$ cat config.mk
export PLATFORM = sky130hd
export DESIGN_NAME = constrained_register_bank
export DESIGN_NICKNAME = d
export VERILOG_FILES = /design/src/rtl/constrained_register_bank.sv
export SDC_FILE = /design/constraint.sdc
export NUM_CORES = 1
export LEC_CHECK = 0
export CORE_UTILIZATION = 53
export DETAILED_ROUTE_END_ITERATION = 6
export HOLD_SLACK_MARGIN = 0.12
export MAX_ROUTING_LAYER = met4
export PLACE_DENSITY = 0.81
export SLEW_MARGIN = 20
export SYNTH_ARGS = -nofsm -noshare
export SYNTH_HDL_FRONTEND = slang
export SYNTH_SLANG_ARGS = --single-unit
$ cat constraint.sdc
create_clock -name Clock -period 5.5 [get_ports Clock]
set_input_delay 1.1 -clock Clock [delete_from_list [all_inputs] [get_ports Clock]]
set_output_delay 1.1 -clock Clock [all_outputs]
set_load 0.02 [all_outputs]
$ cat src/rtl/constrained_register_bank.sv
// Bank of bounded up/down counters sharing one inc/dec button pair.
// Each channel is clamped to [MIN, MAX] and wraps or saturates at the bounds.
// A press steps the selected channel at once, then auto-repeats while held.
// A direct load path overrides stepping and parks the FSM until release.
module constrained_register_bank #(
    parameter int unsigned CHANNELS      = 4,
    parameter int unsigned WIDTH         = 10,
    parameter int unsigned MIN           = 0,
    parameter int unsigned MAX           = 359,
    parameter int unsigned STEP          = 1,
    parameter int unsigned FAST_STEP     = 10,
    parameter int unsigned WRAP          = 1,
    parameter int unsigned REPEAT_DELAY  = 25000000,
    parameter int unsigned REPEAT_PERIOD = 5000000
) (
    input  logic                         Clock,
    input  logic                         resetn,
    input  logic [$clog2(CHANNELS)-1:0]  sel,
    input  logic                         inc,
    input  logic                         dec,
    input  logic                         fast,
    input  logic                         load,
    input  logic [WIDTH-1:0]             load_val,
    output logic [CHANNELS*WIDTH-1:0]    out,
    output logic [CHANNELS-1:0]          changed
);

    localparam int unsigned SelW = $clog2(CHANNELS);
    localparam logic [SelW:0]  ChanN = (SelW+1)'(CHANNELS);
    localparam logic [WIDTH:0] MinV  = (WIDTH+1)'(MIN);
    localparam logic [WIDTH:0] MaxV  = (WIDTH+1)'(MAX);
    localparam logic [WIDTH:0] StepV = (WIDTH+1)'(STEP);
    localparam logic [WIDTH:0] FastV = (WIDTH+1)'(FAST_STEP);
    localparam bit             Wrap  = (WRAP != 0);

    typedef enum logic [1:0] {StIdle, StDelay, StRepeat, StLock} state_e;

    state_e              state_q, state_d;
    logic [SelW-1:0]     ch_q, ch_d;
    logic                dir_q, dir_d;       // 1 = up
    logic [31:0]         cnt_q, cnt_d;       // edges since the last step of this hold
    logic [WIDTH-1:0]    val_q [CHANNELS];
    logic [CHANNELS-1:0] changed_d;

    logic            press, sel_ok, load_ok;
    logic            do_step, step_dir;
    logic [SelW-1:0] step_ch, wr_ch;
    logic            wr_en;
    logic [WIDTH-1:0] cur, nv;
    logic [WIDTH:0]  cur_w, s_w, sum_w, lv_w, res_w;

    assign press   = inc ^ dec;
    assign sel_ok  = ({1'b0, sel} < ChanN);
    assign load_ok = load && sel_ok;

    // Hold FSM: decides whether a step happens this edge and on which channel.
    always_comb begin
        state_d  = state_q;
        ch_d     = ch_q;
        dir_d    = dir_q;
        cnt_d    = cnt_q;
        do_step  = 1'b0;
        step_dir = dir_q;
        step_ch  = ch_q;
        if (load_ok) begin
            state_d = press ? StLock : StIdle;
            cnt_d   = '0;
        end else begin
            case (state_q)
                StIdle: begin
                    if (press && sel_ok) begin
                        do_step  = 1'b1;
                        step_ch  = sel;
                        step_dir = inc;
                        ch_d     = sel;
                        dir_d    = inc;
                        cnt_d    = 32'd1;
                        state_d  = StDelay;
                    end
                end
                StDelay: begin
                    // A reversal counts as a release: no step on that edge.
                    if (!press || (inc != dir_q)) begin
                        state_d = StIdle;
                        cnt_d   = '0;
                    end else if (cnt_q >= REPEAT_DELAY) begin
                        do_step = 1'b1;
                        cnt_d   = 32'd1;
                        state_d = StRepeat;
                    end else begin
                        cnt_d = cnt_q + 32'd1;
                    end
                end
                StRepeat: begin
                    if (!press || (inc != dir_q)) begin
                        state_d = StIdle;
                        cnt_d   = '0;
                    end else if (cnt_q >= REPEAT_PERIOD) begin
                        do_step = 1'b1;
                        cnt_d   = 32'd1;
                    end else begin
                        cnt_d = cnt_q + 32'd1;
                    end
                end
                StLock: begin
                    if (!press) state_d = StIdle;
                end
                default: state_d = StIdle;
            endcase
        end
    end

    // Datapath: bounded step or clamped load on a single channel.
    always_comb begin
        wr_ch = load_ok ? sel : step_ch;
        wr_en = load_ok || do_step;
        cur   = '0;
        for (int i = 0; i < CHANNELS; i++) begin
            if (wr_ch == SelW'(i)) cur = val_q[i];
        end
        cur_w = {1'b0, cur};
        s_w   = fast ? FastV : StepV;
        sum_w = cur_w + s_w;
        lv_w  = {1'b0, load_val};
        if (load_ok) begin
            if (lv_w < MinV)      res_w = MinV;
            else if (lv_w > MaxV) res_w = MaxV;
            else                  res_w = lv_w;
        end else if (step_dir) begin
            res_w = (sum_w > MaxV) ? (Wrap ? MinV : MaxV) : sum_w;
        end else begin
            // Compare against MIN + s so the subtraction never underflows.
            res_w = (cur_w < (MinV + s_w)) ? (Wrap ? MaxV : MinV) : (cur_w - s_w);
        end
        nv = res_w[WIDTH-1:0];
        changed_d = '0;
        for (int i = 0; i < CHANNELS; i++) begin
            changed_d[i] = wr_en && (wr_ch == SelW'(i)) && (nv != val_q[i]);
        end
    end

    // State, channel values and change pulses; resetn is active-high.
    always_ff @(posedge Clock or posedge resetn) begin
        if (resetn) begin
            state_q <= StIdle;
            ch_q    <= '0;
            dir_q   <= 1'b0;
            cnt_q   <= '0;
            changed <= '0;
            for (int i = 0; i < CHANNELS; i++) val_q[i] <= MinV[WIDTH-1:0];
        end else begin
            state_q <= state_d;
            ch_q    <= ch_d;
            dir_q   <= dir_d;
            cnt_q   <= cnt_d;
            changed <= changed_d;
            for (int i = 0; i < CHANNELS; i++) begin
                if (changed_d[i]) val_q[i] <= nv;
            end
        end
    end

    for (genvar g = 0; g < CHANNELS; g++) begin : g_out
        assign out[g*WIDTH +: WIDTH] = val_q[g];
    end

endmodule
==> results.sh <==
export IMPL_ys_ff_latch=81
export IMPL_netlist_area_leader_share_pct=31.17
export IMPL_hold_path_class="reg2reg"
export IMPL_path_class="in2reg"
export IMPL_coreArea_um2=11960
export IMPL_cp_required_ns=5.72
export IMPL_die_area_um2=12720
export IMPL_leakagePower_nw=3.852
export IMPL_status="complete, no violations"
export IMPL_ir_worst_vdd_uv=509.2
export IMPL_place_inst=1057
export IMPL_hold_violations=0
export IMPL_port_buffers=61
export IMPL_vias=7415
export IMPL_avgSynthCellArea_um2=8.705
export IMPL_htree_num_levels=3
export IMPL_syn_to_final_growth_pct=40.31
export IMPL_antenna_found_initial=0
export IMPL_die_h_um=112.8
export IMPL_hpwl_um=19000
export IMPL_startpoint_type="primary input"
export IMPL_grt_pass1_wl_um=39460
export IMPL_root_buffer="clkbuf_16"
export IMPL_synthCells=747
export IMPL_antenna_cells=0
export IMPL_hold_start="cnt_q[31]"
export IMPL_fin_util_pct=76.28
export IMPL_netlist_area_um2=6502
export IMPL_synth_cell_types=90
export IMPL_synthTopCellsByArea="dfrtp_1 (31%), o21ai_0 (5.5%), mux2_2 (5.0%), xnor2_1 (3.8%), nand2_1 (3.4%)"
export IMPL_min_period_ns=5.362
export IMPL_routed_wl_um=25990
export IMPL_drc=0
export IMPL_cts_sinks=81
export IMPL_slew_viol_final=0
export IMPL_ys_async_sr_fraction_pct=100.0
export IMPL_clk_latency_ns=0.34
export IMPL_startpoint="inc"
export IMPL_fin_nets=979
export IMPL_critPathCaptureType="register"
export IMPL_arrival_ns=5.58
export IMPL_grt_max_degree=58
export IMPL_cts_hold_buf=0
export IMPL_grt_pass1_vias=7002
export IMPL_grt_overflow_total=0
export IMPL_routed_via_density=6.772
export IMPL_wl_per_cell_um=23.74
export IMPL_clockBufferDepth=2
export IMPL_drv_cap=0
export IMPL_drt_first_pass_iters=5
export IMPL_rows=40
export IMPL_yosys_warnings=0
export IMPL_grt_usage_pct=42.08
export IMPL_slew_limit_headroom_pct=50.81
export IMPL_fin_cells=1095
export IMPL_ant_nets=0
export IMPL_ios=62
export IMPL_start_util_pct=54.36
export IMPL_seq_area_frac_synth_pct=31.17
export IMPL_die_w_um=112.8
export IMPL_path_max_fanout=6
export IMPL_cts_tree="yes"
export IMPL_clock_skew_ns=0.008459
export IMPL_tightest_slew_ns=0.7378
export IMPL_period_share_pct=97.49
export IMPL_drive_above_1_share_pct=32.70
export IMPL_synth_nets=783
export IMPL_place_congestion=1.036
export IMPL_cts_made_buffers=9
export IMPL_max_freq_mhz=186.5
export IMPL_drtIter0Drc=1001
export IMPL_path_clk_slew_ns=0.07
export IMPL_power_density_nw_per_um2=665.1
export IMPL_synth_edf_count=0
export IMPL_timing_rr_start="state_q[0]"
export IMPL_setup_viol=0
export IMPL_yosysTopAreaCell="dfrtp_1"
export IMPL_power_mw=6.068
export IMPL_synthFlopType="dfrtp_1"
export IMPL_fillers=844
==> per-layer routing <==
layer  global-route usage [%]  part of all wire (%)  vias to the layer above
met5                        -                     0                        -
met4                    20.80                   5.6                        0
met3                    5.892                    10                      111
met2                    64.65                    45                      521
met1                    54.83                    38                     3594
li1                         -                     -                     3189
==> worst paths after layout <==
| path | cells after the start | endpoint | slack, ns |
|---|---|---|---|
| max | 24 | out[19] | 0.14 |
| min | 1 | cnt_q[31] | 0.48 |
| max reg2reg | 22 | out[19] | 0.25 |
| min reg2reg | 1 | cnt_q[31] | 0.48 |
| max in group asynchronous | 3 | out[25] | 3.41 |
| min in group asynchronous | 2 | out[24] | 1.25 |
==> state kept, by name (all words and copies together), names as in the netlist <==
| name | count |
|---|---|
| ch_q | 2 |
| changed | 4 |
| cnt_q | 32 |
| dir_q | 1 |
| out | 40 |
| state_q | 2 |
==> synthesized netlist by cell type (13+ instances only) <==
| cell type | count |
|---|---|
| nand3_1 | 31 |
| nand2_1 | 59 |
| clkbuf_1 | 22 |
| nand2b_1 | 15 |
| mux2_2 | 29 |
| dfrtp_1 | 81 |
| nor3_1 | 19 |
| nor2_1 | 58 |
| o21ai_0 | 72 |
| a21oi_1 | 28 |
| xor2_1 | 14 |
| and2_1 | 15 |
| ha_1 | 16 |
| xnor2_1 | 28 |
| nor2b_1 | 13 |
| and3_1 | 14 |
| inv_1 | 27 |
==> power breakdown <==
part	switching [mW]	total [mW]	leakage [nW]	internal, mW
clock	0.263	0.632	0.143	0.369
sequential	0.318	1.07	1.04	0.752
combinational	2.31	4.37	2.67	2.05
==> what timing repair did <==
action | CTS | global route
pin swaps | 22 | 32
gates resized for setup | 46 | 38
setup endpoints to repair | 14 | 13
buffers inserted | 11 | 10
gates cloned | 1 | 0
==> critical path, cell delays in order <==
cell,delay (ns)
clkbuf_2,0.14
xor2_4,0.24
buf_6,0.16
a31o_4,0.25
nor2_4,0.12
nand3_1,0.09
and2_4,0.18
buf_4,0.14
ha_1,0.18
a21oi_1,0.18
or2_4,0.18
o21ai_4,0.08
buf_4,0.14
nor3_2,0.17
o22ai_1,0.11
buf_4,0.15
nor3_4,0.34
nand2_1,0.24
a21oi_4,0.32
buf_4,0.17
xnor2_1,0.12
nand4_1,0.23
o21ai_4,0.25
mux2_4,0.32
==> cells by family (layout without fill, tap and decap cells) <==
logic type / after synthesis / count (layout) / synth area share (%)
AO/OA/AOI/OAI: 226 / 226 / 25.07
XOR/XNOR: 43 / 43 / 5.907
buffers and inverters: 59 / 259 / 3.656
multiplexers: 47 / 47 / 8.428
adder cells (fa/ha/maj): 18 / 18 / 3.694
AND/OR/NAND/NOR: 273 / 274 / 22.07
flip-flops: 81 / 81 / 31.17
==> area by class of cell <==
class / count / area [um^2] / share of cell area (%)
Timing Repair Buffer: 216 / 1824 / 19.99
Sequential cell: 81 / 2027 / 22.22
Tap cell: 147 / 183.9 / 2.016
Clock buffer: 10 / 239.0 / 2.619
Clock inverter: 6 / 72.57 / 0.7954
Multi-Input combinational cell: 608 / 4673 / 51.22
Inverter: 27 / 103.9 / 1.138
==> cells in the final DEF (no fill, tap or decap), drive strengths merged, types with 6 or more instances in the layout <==
cell / netlist / routed
and2: 15 / 15
dfrtp: 81 / 81
nor2b: 13 / 13
xnor2: 28 / 28
mux2i: 6 / 6
xor2: 15 / 15
mux2: 39 / 39
and3: 14 / 14
a21oi: 31 / 31
o211ai: 10 / 10
a32oi: 8 / 8
nand2b: 15 / 15
clkdlybuf4s50: 0 / 56
nand4: 11 / 11
a31oi: 11 / 11
nor3: 20 / 20
clkbuf: 23 / 12
inv: 27 / 29
buf: 9 / 156
o31ai: 11 / 11
ha: 16 / 16
o21ai: 80 / 80
nand3: 31 / 31
nand2: 59 / 60
nor4: 9 / 9
nor2: 60 / 60
==> metrics by stage <==
step	setup WS (ns)	cell area, um^2	setup TNS [ns]	hold slack (ns)
finish	0.1383	9124	0	0.4802
global placement	-0.8478	8313	-11.78	0.4603
floorplan	-0.07289	6655	-0.1668	0.4437
detailed placement	-0.9797	8313	-14.95	0.4632
CTS	0.008554	8900	0	0.4829
global route	-0.03115	9124	-0.07615	0.4997
Power figures use the tool's default switching activity.
